--- src/rtl/motor_drive_channels.sv ---
// Multi-channel H-bridge drive: shared PWM counter and ramp prescaler, per-channel
// soft-start, reversal dead time, filtered overcurrent trip with retry and lockout.
module motor_drive_channels #(
   parameter int CHANNELS  = 2,
   parameter int DUTY_W    = 12,
   parameter int RAMP_STEP = 64,
   parameter int RAMP_DIV  = 10000,
   parameter int DEADTIME  = 100000,
   parameter int OC_FILTER = 16,
   parameter int COOLDOWN  = 5000000,
   parameter int MAX_RETRY = 3
) (
   input  logic                       CLK100MHZ,
   input  logic                       reset_n,
   input  logic [CHANNELS*DUTY_W-1:0] duty_cmd,
   input  logic [CHANNELS-1:0]        dir_cmd,
   input  logic [CHANNELS-1:0]        oc_n,
   input  logic                       fault_clear,
   output logic [CHANNELS-1:0]        pwm_en,
   output logic [2*CHANNELS-1:0]      dir_out,
   output logic [CHANNELS*DUTY_W-1:0] duty_applied,
   output logic [CHANNELS-1:0]        fault,
   output logic [CHANNELS-1:0]        locked
);

   localparam int                PWM_LAST_I  = 2**DUTY_W - 2;
   localparam logic [DUTY_W-1:0] PWM_LAST    = PWM_LAST_I[DUTY_W-1:0];
   localparam int                PRE_W       = (RAMP_DIV > 1) ? $clog2(RAMP_DIV) : 1;
   localparam int                PRE_LAST_I  = RAMP_DIV - 1;
   localparam logic [PRE_W-1:0]  PRE_LAST    = PRE_LAST_I[PRE_W-1:0];
   localparam int                STEP_I      = (RAMP_STEP > 2**DUTY_W - 1) ? 2**DUTY_W - 1 : RAMP_STEP;
   localparam logic [DUTY_W:0]   STEP        = STEP_I[DUTY_W:0];
   localparam int                TMR_MAX     = (DEADTIME > COOLDOWN) ? DEADTIME : COOLDOWN;
   localparam int                TMR_W       = $clog2(TMR_MAX + 1);
   localparam int                DEAD_LAST_I = DEADTIME - 1;
   localparam logic [TMR_W-1:0]  DEAD_LAST   = DEAD_LAST_I[TMR_W-1:0];
   localparam int                COOL_LAST_I = COOLDOWN - 1;
   localparam logic [TMR_W-1:0]  COOL_LAST   = COOL_LAST_I[TMR_W-1:0];
   localparam int                FLT_W       = $clog2(OC_FILTER + 1);
   localparam logic [FLT_W-1:0]  FLT_LIM     = OC_FILTER[FLT_W-1:0];
   localparam int                RTY_W       = $clog2(MAX_RETRY + 1);
   localparam logic [RTY_W-1:0]  RTY_LIM     = MAX_RETRY[RTY_W-1:0];

   typedef enum logic [2:0] {
      ST_DEAD,
      ST_RUN,
      ST_TRIP,
      ST_COOL,
      ST_LOCK
   } state_t;

   // Rise by at most STEP without passing the target; any decrease is immediate.
   function automatic logic [DUTY_W-1:0] ramp_toward(input logic [DUTY_W-1:0] cur,
                                                     input logic [DUTY_W-1:0] tgt);
      logic [DUTY_W:0] gap;
      logic [DUTY_W:0] sum;
      gap = '0;
      sum = '0;
      ramp_toward = tgt;
      if (tgt > cur) begin
         gap = {1'b0, tgt} - {1'b0, cur};
         if (gap > STEP) begin
            sum = {1'b0, cur} + STEP;
            ramp_toward = sum[DUTY_W-1:0];
         end
      end
   endfunction

   logic [DUTY_W-1:0] cnt_reg;
   logic [PRE_W-1:0]  pre_reg;
   logic              ramp_tick;

   assign ramp_tick = (pre_reg == PRE_LAST);

   always_ff @(posedge CLK100MHZ or negedge reset_n) begin
      if (!reset_n) begin
         cnt_reg <= '0;
         pre_reg <= '0;
      end else begin
         cnt_reg <= (cnt_reg == PWM_LAST) ? '0 : cnt_reg + DUTY_W'(1);
         pre_reg <= ramp_tick ? '0 : pre_reg + PRE_W'(1);
      end
   end

   for (genvar gi = 0; gi < CHANNELS; gi++) begin : g_ch
      logic [1:0]        sync_reg;
      logic [FLT_W-1:0]  filt_reg;
      state_t            state_reg, state_next;
      logic [TMR_W-1:0]  timer_reg, timer_next;
      logic [RTY_W-1:0]  retry_reg, retry_next, retry_inc;
      logic              dir_app_reg, dir_app_next;
      logic [DUTY_W-1:0] cmd;
      logic [DUTY_W-1:0] duty_reg, duty_next;
      logic              pwm_reg, pwm_next;
      logic [1:0]        dir_reg, dir_next;
      logic              fault_reg, fault_next;
      logic              locked_reg, locked_next;

      assign cmd       = duty_cmd[gi*DUTY_W +: DUTY_W];
      assign retry_inc = retry_reg + RTY_W'(1);

      // oc_n is asynchronous: two flops, idle high, then a saturating low-run counter.
      always_ff @(posedge CLK100MHZ or negedge reset_n) begin
         if (!reset_n) begin
            sync_reg <= 2'b11;
            filt_reg <= '0;
         end else begin
            sync_reg <= {sync_reg[0], oc_n[gi]};
            if (sync_reg[1])
               filt_reg <= '0;
            else if (filt_reg != FLT_LIM)
               filt_reg <= filt_reg + FLT_W'(1);
         end
      end

      always_ff @(posedge CLK100MHZ or negedge reset_n) begin
         if (!reset_n) begin
            state_reg   <= ST_DEAD;
            timer_reg   <= '0;
            retry_reg   <= '0;
            dir_app_reg <= 1'b0;
            duty_reg    <= '0;
            pwm_reg     <= 1'b0;
            dir_reg     <= 2'b00;
            fault_reg   <= 1'b0;
            locked_reg  <= 1'b0;
         end else begin
            state_reg   <= state_next;
            timer_reg   <= timer_next;
            retry_reg   <= retry_next;
            dir_app_reg <= dir_app_next;
            duty_reg    <= duty_next;
            pwm_reg     <= pwm_next;
            dir_reg     <= dir_next;
            fault_reg   <= fault_next;
            locked_reg  <= locked_next;
         end
      end

      always_comb begin
         state_next   = state_reg;
         retry_next   = retry_reg;
         dir_app_next = dir_app_reg;
         case (state_reg)
            ST_DEAD: begin
               if (timer_reg == DEAD_LAST) begin
                  state_next   = ST_RUN;
                  dir_app_next = dir_cmd[gi];
               end
            end
            ST_RUN: begin
               // Overcurrent wins over a simultaneous reversal request.
               if (filt_reg == FLT_LIM)
                  state_next = ST_TRIP;
               else if (dir_cmd[gi] != dir_app_reg)
                  state_next = ST_DEAD;
            end
            ST_TRIP: begin
               retry_next = retry_inc;
               state_next = (retry_inc == RTY_LIM) ? ST_LOCK : ST_COOL;
            end
            ST_COOL: begin
               if (timer_reg == COOL_LAST)
                  state_next = ST_DEAD;
            end
            ST_LOCK: begin
               if (fault_clear) begin
                  state_next = ST_DEAD;
                  retry_next = '0;
               end
            end
            default: state_next = ST_DEAD;
         endcase
         // Timer restarts on every state change, so a reversal gets a full dead time.
         timer_next = '0;
         if (state_next == state_reg && (state_reg == ST_DEAD || state_reg == ST_COOL))
            timer_next = timer_reg + TMR_W'(1);
      end

      always_comb begin
         duty_next   = '0;
         pwm_next    = 1'b0;
         dir_next    = 2'b00;
         fault_next  = 1'b0;
         locked_next = 1'b0;
         case (state_reg)
            ST_RUN: begin
               duty_next = ramp_tick ? ramp_toward(duty_reg, cmd) : duty_reg;
               pwm_next  = (cnt_reg < duty_reg);
               dir_next  = dir_app_reg ? 2'b01 : 2'b10;
            end
            ST_TRIP: fault_next = 1'b1;
            ST_COOL: fault_next = 1'b1;
            ST_LOCK: begin
               fault_next  = 1'b1;
               locked_next = 1'b1;
            end
            default: ;
         endcase
      end

      assign pwm_en[gi]                        = pwm_reg;
      assign dir_out[2*gi +: 2]                = dir_reg;
      assign duty_applied[gi*DUTY_W +: DUTY_W] = duty_reg;
      assign fault[gi]                         = fault_reg;
      assign locked[gi]                        = locked_reg;
   end

endmodule
--- config.mk ---
export PLATFORM = sky130hd
export DESIGN_NAME = motor_drive_channels
export DESIGN_NICKNAME = d
export VERILOG_FILES = /design/src/rtl/motor_drive_channels.sv
export SDC_FILE = /design/constraint.sdc
export NUM_CORES = 1
export LEC_CHECK = 0
export BUFFER_PORTS_ARGS = -buffer_cell sky130_fd_sc_hd__buf_2
export CELL_PAD_IN_SITES_DETAIL_PLACEMENT = 1
export CELL_PAD_IN_SITES_GLOBAL_PLACEMENT = 2
export CORE_MARGIN = 2
export CORE_UTILIZATION = 41
export CTS_CLUSTER_DIAMETER = 100
export DETAILED_ROUTE_END_ITERATION = 7
export GPL_TIMING_DRIVEN = 0
export PLACE_DENSITY = 0.81
export SYNTH_ARGS = -nofsm -noshare
export SYNTH_HDL_FRONTEND = slang
export SYNTH_SLANG_ARGS = --single-unit
--- constraint.sdc ---
create_clock -name CLK100MHZ -period 5.7 [get_ports CLK100MHZ]
set_input_delay 0.57 -clock CLK100MHZ [delete_from_list [all_inputs] [get_ports CLK100MHZ]]
set_output_delay 0.57 -clock CLK100MHZ [all_outputs]
set_load 0.05 [all_outputs]
==> metrics.cfg, run 1 <==
[logic_synthesis]
seq_area_frac_synth = 0.394
yosysTopAreaCell = dfrtp_1
synthesis.nets = 1005
ys_ff_latch = 132
avgSynthCellArea_sq_um = 9.19
netlist_instances = 913
ys_types = 74
synth-edff-count = 0
synthArstFlopShare = 1.00
synth_xor_area_frac = 0.0783
yosys-top-cells-area = dfrtp_1 (38%), ha_1 (8.8%), xor2_1 (4.7%)
synthMuxAreaShare = 0.0197
yosys.area_share.adder = 0.0927
synth_flop_cell = dfrtp_1
syn-cell-area_sq_um = 8390
yosys_warnings = 0
synth_compound_area_frac = 0.121
synthSimpleGateAreaFrac = 0.249
synth_top_family_by_area = simple AND/OR/NAND/NOR gates
synth_top_area_share = 0.382

[sta]
max_freq_mhz = 295
finalCritPeriodShare = 0.594
worst_pin_slew_ns = 0.728
fin_crit_ns = 3.39
setup_viol = 0
hold_violations = 0
rsz0062_at_grt = false
slew_headroom = 0.511
slew_violations = 0
skew_ns = 0.0105
tns_ns = 0

[floorplan]
rows = 52
ios = 65
die_w_um = 147
start_util = 0.416
die_h_um = 147
core_area_sq_um = 20200
die-area_sq_um = 21600

[finish]
stdcell_count = 1280
largest_reg_flops = 46
fill_cells = 2370
drive_above_1_share = 0.150
area_delta_synth_final_pct = 16.0
diodes = 0
nets = 1089

[cts]
cts_made_buffers = 17
ctsResizeCount = 0
root_buffer = clkbuf_16
post_cts_buffers = 0
cts_buffer_depth = 2
cts_hold_buffers = 0
clk_latency_ns = 0.44
cts_tree = yes
cts_sinks = 132
cts.clk_slew.worst_paths_ns = 0.06
cts_max_level = 4

[worst_setup_path]
reg2reg_from = g_ch[0].duty_reg[9]$_DFFE_PN0P_
worstPathRequired_ns = 6.05
crit_start = g_ch[0].duty_reg[9]$_DFFE_PN0P_
arrival_ns = 3.74
reg2reg_depth = 11
r2r-end = g_ch[0].duty_reg[2]$_DFFE_PN0P_
cp-start-kind = flip-flop
path_max_fanout = 9
rrSetupSlack_ns = 2.31
cp-end-kind = flip-flop
path_class = flip-flop to flip-flop

[pwr]
p_leak_nw = 4.36
power_density_nw_per_um2 = 266
ir_worst_vdd_v = 0.000202

[drt]
drt-total-wl_mm = 21.8
firstDrtPassIters = 4
viasPerCell = 5.39
ant_nets = 0
drc = 0
wl_per_cell_um = 17.0
vias = 6896
dr.first_iter.drc_count = 226

[placement]
post-place-cells = 1248
dp_hpwl_mm = 16.1
place.gp.congestion = 0.790
io_buffers = 64

[global_route]
grt_pass1_vias = 7216
grt_first_pass_wirelength_mm = 37.1
grt-ovfl-total = 0
grtUsageTotal = 0.214
antenna_found_initial = 0
grt_max_degree = 96

[run_status]
status = finished clean

[flow_run]
cap_violations = 0

[min_path]
min_path_type = input pin to asynchronous set/reset pin

## cells in the mapped netlist, types with 6 or more instances
cell type	number
nor3b_1	6
o21ai_0	34
a21o_1	20
a31oi_1	9
nor4_1	9
nor3_1	17
buf_4	7
a21oi_1	38
nand2_1	70
and3_1	19
nand3b_1	7
inv_1	49
clkbuf_1	19
nor2_1	102
ha_1	59
xor2_1	45
or3_1	9
mux2i_1	12
xnor2_1	30
nand4_1	21
o211ai_1	7
nor2b_1	11
nor2_4	18
nand3_1	64
dfrtp_1	128
and2_1	11
## kinds of logic after synthesis
family / count (synthesis)
xor+xnor: 75
simple gates: 393
flops: 132
fa+ha+maj: 61
buf+inv: 82
mux: 16
compound gates: 154
## critical path, stage by stage, from the launching register on
cell and delay, ns:
dfrtp_1 0.43, inv_1 0.13, ha_1 0.29, clkbuf_1 0.32, inv_1 0.10, a221oi_1 0.33, nand4_1 0.14, a311oi_1 0.32
nand4_1 0.23, o21ai_2 0.44, nand3_2 0.32, mux2i_1 0.25
## per-layer routing
layer	up-vias	part of all wire	GRT usage
met5	-	0	0
met4	0	0.015	0.0649
met3	19	0.028	0.0398
met2	86	0.46	0.338
met1	3412	0.50	0.299
li1	3379	-	-
## report_power, final
group          leakage [nW]  switching, mW  internal, mW  total [mW]
logic                  2.31          0.164         0.123       0.287
registers              1.75         0.0788          1.00        1.08
clock network         0.308          0.447         0.781        1.23
total                  4.36          0.690          1.90        2.59
## worst max path at each step
stage                                             endpoint  slack, ns  cells after the start
after floorplan           g_ch[1].duty_reg[10]$_DFFE_PN0P_       2.60                     12
after global placement     g_ch[1].timer_reg[16]$_DFF_PN0_       2.10                      1
after detailed placement   g_ch[0].duty_reg[2]$_DFFE_PN0P_       2.16                     13
after CTS                  g_ch[0].duty_reg[2]$_DFFE_PN0P_       2.33                     11
after global routing       g_ch[0].duty_reg[2]$_DFFE_PN0P_       2.05                     11
final                      g_ch[0].duty_reg[2]$_DFFE_PN0P_       2.31                     11
## layout by cell type (no fill, tap or decap), types with 18 or more instances in the layout
master and count:
nand2_1 70, o21ai_0 34, buf_2 66, dfrtp_1 128
nand3_1 64, xor2_1 45, a21o_1 20, nor2_4 18
clkbuf_1 20, ha_1 59, inv_1 49, nor2_1 102
nand4_1 21, a21oi_1 38, xnor2_1 30, and3_1 19
## cell type report
type | count | area (sq um) | area share
Buffer | 32 | 190 | 0.0195
Clock buffer | 18 | 429 | 0.0441
Clock inverter | 14 | 225 | 0.0231
Inverter | 50 | 188 | 0.0193
Multi-Input combinational cell | 699 | 4710 | 0.483
Sequential cell | 132 | 3310 | 0.340
Tap cell | 270 | 338 | 0.0347
Timing Repair Buffer | 65 | 354 | 0.0364
## through the flow
stage	cell area [sq um]	hold WS (ns)	utilization	worst slack, ns	power [mW]
after floorplan	8390	0.274	-	2.60	1.28
after global placement	9050	0.347	0.449	2.10	1.37
after detailed placement	9090	0.347	0.450	2.16	1.38
after CTS	9740	0.0412	0.483	2.33	2.63
after global routing	9740	0.0535	0.483	2.05	2.72
final	9740	0.0325	0.483	2.31	2.59
(Power assumes the default switching activity.)
==> inputs of run 2 (changes only) <==
--- a/config.mk
+++ b/config.mk
@@ -5,15 +5,16 @@
 export SDC_FILE = /design/constraint.sdc
 export NUM_CORES = 1
 export LEC_CHECK = 0
+export ABC_AREA = 1
 export BUFFER_PORTS_ARGS = -buffer_cell sky130_fd_sc_hd__buf_2
 export CELL_PAD_IN_SITES_DETAIL_PLACEMENT = 1
 export CELL_PAD_IN_SITES_GLOBAL_PLACEMENT = 2
 export CORE_MARGIN = 2
-export CORE_UTILIZATION = 41
+export CORE_UTILIZATION = 32
 export CTS_CLUSTER_DIAMETER = 100
 export DETAILED_ROUTE_END_ITERATION = 7
 export GPL_TIMING_DRIVEN = 0
-export PLACE_DENSITY = 0.81
+export PLACE_DENSITY = 0.72
 export SYNTH_ARGS = -nofsm -noshare
 export SYNTH_HDL_FRONTEND = slang
 export SYNTH_SLANG_ARGS = --single-unit
==> constraint.sdc (replaced) <==
create_clock -name CLK100MHZ -period 3.1 [get_ports CLK100MHZ]
set_input_delay 0.31 -clock CLK100MHZ [delete_from_list [all_inputs] [get_ports CLK100MHZ]]
set_output_delay 0.31 -clock CLK100MHZ [all_outputs]
set_load 0.05 [all_outputs]
==> metrics.cfg, run 2 <==
[run_status]
status = finished clean

[drt]
wl_per_cell_um = 14.0
vias = 7721
ant_nets = 0
firstDrtPassIters = 4
drt-total-wl_mm = 23.2
drc = 0
dr.first_iter.drc_count = 305
viasPerCell = 4.64

[placement]
dp_hpwl_mm = 18.5
pre_cts_ws_ns = 0.380
place.gp.congestion = 0.770
post-place-cells = 1629
io_buffers = 64

[floorplan]
core_area_sq_um = 27600
die_w_um = 171
die_h_um = 171
rows = 61
die-area_sq_um = 29200
start_util = 0.322
ios = 65

[logic_synthesis]
synthArstFlopShare = 1.00
synth_top_cells_by_count = nand2_1 (265), inv_1 (189), dfrtp_1 (128)
netlist_instances = 1186
syn-cell-area_sq_um = 8910
synthesis.nets = 1278
ys_types = 48
avgSynthCellArea_sq_um = 7.51
ys_ff_latch = 132
synth_top_area_share = 0.360
synth_flop_cell = dfrtp_1
synth-edff-count = 0
yosys_warnings = 0
yosysTopAreaCell = dfrtp_1
yosys-top-cells-area = dfrtp_1 (36%), nand2_1 (11%), ha_1 (8.3%)
synth_most_common_cell = nand2_1
seq_area_frac_synth = 0.371

[finish]
final_cell_mix = nand2_1 (265), inv_1 (189), dfrtp_1 (128)
diodes = 0
final_common_cell = nand2_1
area_delta_synth_final_pct = 16.1
stdcell_count = 1664
fin_util = 0.374
nets = 1365
largest_reg_flops = 46
drive_above_1_share = 0.145

[sta]
rsz0062_at_grt = false
max_freq_mhz = 380
fin_ws_ns = 0.469
fin_crit_ns = 2.63
skew_ns = 0.0121
slew_headroom = 0.421
hold_violations = 0
slew_violations = 0
setup_viol = 0
finalCritPeriodShare = 0.849
worst_pin_slew_ns = 0.861

[cts]
cts_made_buffers = 17
cts_sinks = 132
cts_buffer_depth = 2
post_cts_buffers = 0
root_buffer = clkbuf_16
cts_max_level = 4
cts_tree = yes
cts.clk_slew.worst_paths_ns = 0.06
clk_latency_ns = 0.43

[worst_setup_path]
path_class = flip-flop to flip-flop
cp-start-kind = flip-flop
arrival_ns = 2.94
worstPathRequired_ns = 3.41
path_max_fanout = 6
cp-end-kind = flip-flop

[global_route]
grt_pass1_vias = 8150
grtUsageTotal = 0.171
grt_first_pass_wirelength_mm = 40.1
grt_max_degree = 93
antenna_found_initial = 0
grt-ovfl-total = 0

[pwr]
p_leak_nw = 5.18
power_mw = 4.38
power_density_nw_per_um2 = 424
ir_worst_vdd_v = 0.000273

[min_path]
min_path_type = input pin to flip-flop

[flow_run]
cap_violations = 0

-- run 2: logic make-up after synthesis --
family                     share of synthesized area
and+or+nand+nor                                0.329
buffers and inverters                         0.0952
DFF                                            0.371
AOI/OAI and AO/OA                             0.0607
adders and majority gates                     0.0873
xor gates and xnor gates                      0.0550
muxes                                        0.00126
-- run 2: routing by layer --
| metal | global-route usage | wire length (um) | vias up |
|---|---|---|---|
| li1 | - | - | 3979 |
| met1 | 0.239 | 12100 | 3674 |
| met2 | 0.278 | 10600 | 54 |
| met3 | 0.0224 | 342 | 14 |
| met4 | 0.0431 | 237 | 0 |
| met5 | 0 | 0 | - |
-- run 2: worst max-delay path, stage by stage (launching register included) --
cell      delay, ns
dfrtp_1        0.41
ha_1           0.17
inv_1          0.09
fa_1           0.48
nand3_2        0.13
nand3_2        0.09
nand2_1        0.09
nand3b_1       0.07
nand2_1        0.11
nand2_1        0.06
nor2_1         0.08
nand2_1        0.09
o21bai_4       0.22
nand2_1        0.22
nand3_1        0.13
nand2_1        0.06
-- run 2: cell type report --
cell class | count | area [sq um]
buffer | 13 | 109
clock buffer | 18 | 439
clock inverter | 14 | 139
fill | 3499 | 17300
inverter | 197 | 739
multi-input combinational | 844 | 4750
sequential | 132 | 3310
tap | 378 | 473
timing repair buffer | 68 | 384
-- run 2: path summary, 6_finish.rpt --
path                                            startpoint                               to  slack (ns)  cells past startpoint
min reg2reg                  g_ch[1].sync_reg[0]$_DFF_PN1_    g_ch[1].sync_reg[1]$_DFF_PN1_        0.36                      0
max reg2reg                g_ch[1].duty_reg[0]$_DFFE_PN0P_  g_ch[1].duty_reg[3]$_DFFE_PN0P_        0.47                     15
min                                            duty_cmd[2]  g_ch[0].duty_reg[2]$_DFFE_PN0P_        0.15                      3
max                        g_ch[1].duty_reg[0]$_DFFE_PN0P_  g_ch[1].duty_reg[3]$_DFFE_PN0P_        0.47                     15
min in group asynchronous                          reset_n   g_ch[1].timer_reg[9]$_DFF_PN0_        0.36                      2
max in group asynchronous                          reset_n    g_ch[0].sync_reg[1]$_DFF_PN1_        1.91                      3
-- run 2: where the power goes --
group / switching, mW / leakage (nW) / total (mW) / internal (mW)
logic: 0.345 / 3.14 / 0.540 / 0.196
clock network: 0.849 / 0.283 / 1.99 / 1.15
registers: 0.0560 / 1.75 / 1.85 / 1.79
-- run 2: timing repair --
action | CTS | global route
hold endpoints to repair | 42 | 0
setup endpoints to repair | 0 | 0
hold buffers | 3 | 0
resized for setup | 0 | 0
-- run 2: metrics by stage --
| step | setup TNS [ns] | instance area [sq um] | hold WS [ns] |
|---|---|---|---|
| 2_1_floorplan | 0 | 8910 | 0.0144 |
| 3_3_place_gp | -38.27 | 9700 | 0.346 |
| 3_5_place_dp | 0 | 9740 | 0.267 |
| 4_1_cts | 0 | 10300 | 0.125 |
| 5_1_grt | 0 | 10300 | 0.156 |
| 6_report | 0 | 10300 | 0.146 |
==> inputs of run 3 (changes only) <==
--- a/config.mk
+++ b/config.mk
@@ -10,11 +10,11 @@
 export CELL_PAD_IN_SITES_DETAIL_PLACEMENT = 1
 export CELL_PAD_IN_SITES_GLOBAL_PLACEMENT = 2
 export CORE_MARGIN = 2
-export CORE_UTILIZATION = 32
+export CORE_UTILIZATION = 36
 export CTS_CLUSTER_DIAMETER = 100
 export DETAILED_ROUTE_END_ITERATION = 7
 export GPL_TIMING_DRIVEN = 0
-export PLACE_DENSITY = 0.72
+export PLACE_DENSITY = 0.77
 export SYNTH_ARGS = -nofsm -noshare
 export SYNTH_HDL_FRONTEND = slang
 export SYNTH_SLANG_ARGS = --single-unit
==> constraint.sdc (replaced) <==
create_clock -name CLK100MHZ -period 2.5 [get_ports CLK100MHZ]
set_input_delay 0.25 -clock CLK100MHZ [delete_from_list [all_inputs] [get_ports CLK100MHZ]]
set_output_delay 0.25 -clock CLK100MHZ [all_outputs]
set_load 0.05 [all_outputs]
==> metrics.cfg, run 3 (same netlist as run 2, synthesis figures left out) <==
[cts]
cts_buffer_depth = 2
root_buffer = clkbuf_16
cts.clk_slew.worst_paths_ns = 0.06
clk_latency_ns = 0.42
cts_sinks = 132
cts_max_level = 4
cts_tree = yes
cts_made_buffers = 17

[finish]
final_cell_mix = nand2_1 (254), inv_1 (185), nor2_1 (122)
nets = 1379
fin_area_sq_um = 10600
largest_reg_flops = 46
diodes = 0
final_common_cell = nand2_1
fin_util = 0.438
stdcell_count = 1623
drive_above_1_share = 0.199
area_delta_synth_final_pct = 19.4

[floorplan]
core_area_sq_um = 24300
die_h_um = 161
ios = 65
rows = 57
die-area_sq_um = 26000
start_util = 0.366
die_w_um = 161

[worst_setup_path]
worstPathRequired_ns = 2.80
cpMostUsedCell = nand2_1
arrival_ns = 2.75
critPathMaxStageDelay_ns = 0.42
crit_chain = ha_4 -> inv_4 -> fa_2 -> nand3_2 -> nand3_2 -> nand2_1 -> nand2_1 -> a21oi_1 -> nand2_1 -> nand2_1 -> nand3_2 -> o21bai_4 -> buf_6 -> nand2_2 -> nand3_1 -> nand2_1
cp-start-kind = flip-flop
worst-path-buf-inv = 2
path_class = flip-flop to flip-flop
cp_slowest_cell = fa_2
crit_family = simple AND/OR/NAND/NOR gates
cp-end-kind = flip-flop
path_max_fanout = 5

[sta]
max_freq_mhz = 408
finalCritPeriodShare = 0.980
rsz0062_at_grt = true
fin_ws_ns = 0.0497
tns_ns = 0
slew_violations = 0
holdWs_ns = 0.0818
slew_headroom = 0.382
fin_crit_ns = 2.45
hold_violations = 0
setup_viol = 0
skew_ns = 0.0133
worst_pin_slew_ns = 0.923

[global_route]
antenna_found_initial = 0
grt_pass1_vias = 8210
grtUsageTotal = 0.193
grt-ovfl-total = 0
grt_first_pass_wirelength_mm = 41.1
grt_max_degree = 93

[drt]
viasPerCell = 4.88
firstDrtPassIters = 4
vias = 7916
drc = 0
wl_per_cell_um = 14.8
drt-total-wl_mm = 24.0
dr.first_iter.drc_count = 258
ant_nets = 0

[flow_run]
cap_violations = 0

[placement]
post-place-cells = 1575
pre_cts_ws_ns = -0.159
dp_hpwl_mm = 18.3
io_buffers = 64
placed_area_sq_um = 9670
place.gp.congestion = 0.791

[pwr]
p_leak_nw = 5.24
power_mw = 5.38
ir_worst_vdd_v = 0.000305
power_density_nw_per_um2 = 505

[run_status]
status = finished clean

[min_path]
min_path_type = input pin to flip-flop

[run 3: changes by cell type in the layout (fill, tap and decap cells not counted), moves of 11 or more]
cell | before | now
nand2_1 | 265 | 254
nand3_1 | 113 | 97
nand3_2 | 5 | 21
buf_4 | 6 | 19
ha_1 | 59 | 47
[run 3: worst paths after layout]
check / from / endpoint / slack (ns) / cells past startpoint
max: g_ch[1].duty_reg[0]$_DFFE_PN0P_ / g_ch[1].duty_reg[8]$_DFFE_PN0P_ / 0.05 / 16
min: duty_cmd[3] / g_ch[0].duty_reg[3]$_DFFE_PN0P_ / 0.08 / 3
max reg2reg: g_ch[1].duty_reg[0]$_DFFE_PN0P_ / g_ch[1].duty_reg[8]$_DFFE_PN0P_ / 0.05 / 16
min reg2reg: g_ch[0].sync_reg[0]$_DFF_PN1_ / g_ch[0].sync_reg[1]$_DFF_PN1_ / 0.36 / 0
max in group asynchronous: reset_n / g_ch[0].duty_reg[8]$_DFFE_PN0P_ / 1.34 / 3
min in group asynchronous: reset_n / g_ch[0].duty_reg[7]$_DFFE_PN0P_ / 0.31 / 2
[run 3: report_power, final]
group	leakage [nW]	switching (mW)	internal, mW
clock network	0.255	1.01	1.36
logic	3.25	0.450	0.270
registers	1.74	0.0662	2.22
[run 3: what timing repair did]
item,CTS,global route
setup buffers,4,8
pin swaps,2,30
gates resized for setup,7,62
gates cloned,1,1
endpoints found under the setup margin,20,24
hold buffers,3,0
endpoints found under the hold margin,40,0
[run 3: per-layer routing]
| metal | vias to the layer above | share of wire | GRT usage |
|---|---|---|---|
| met3 | 14 | 0.020 | 0.0252 |
| met2 | 76 | 0.46 | 0.310 |
| met1 | 3824 | 0.51 | 0.278 |
| met4 | 0 | 0.0081 | 0.0455 |
| met5 | - | 0 | 0 |
| li1 | 4002 | - | - |
[run 3: worst reg2reg max path, stage by stage, from the launching register on]
cell and delay, ns:
dfrtp_2 0.40, ha_4 0.15, inv_4 0.03, fa_2 0.42, nand3_2 0.10, nand3_2 0.10, nand2_1 0.08, nand2_1 0.07
a21oi_1 0.12, nand2_1 0.09, nand2_1 0.09, nand3_2 0.09, o21bai_4 0.26, buf_6 0.18, nand2_2 0.05, nand3_1 0.06
nand2_1 0.05
[run 3: cell type report]
class                   count  area [sq um]
inverters                 197           744
flip-flops and latches    132          3320
clock inverters            12           110
clock buffers              19           433
well taps                 324           405
plain buffers              13           109
repair buffers             82           507
multi-input cells         844          5010
fillers                  3022         13700
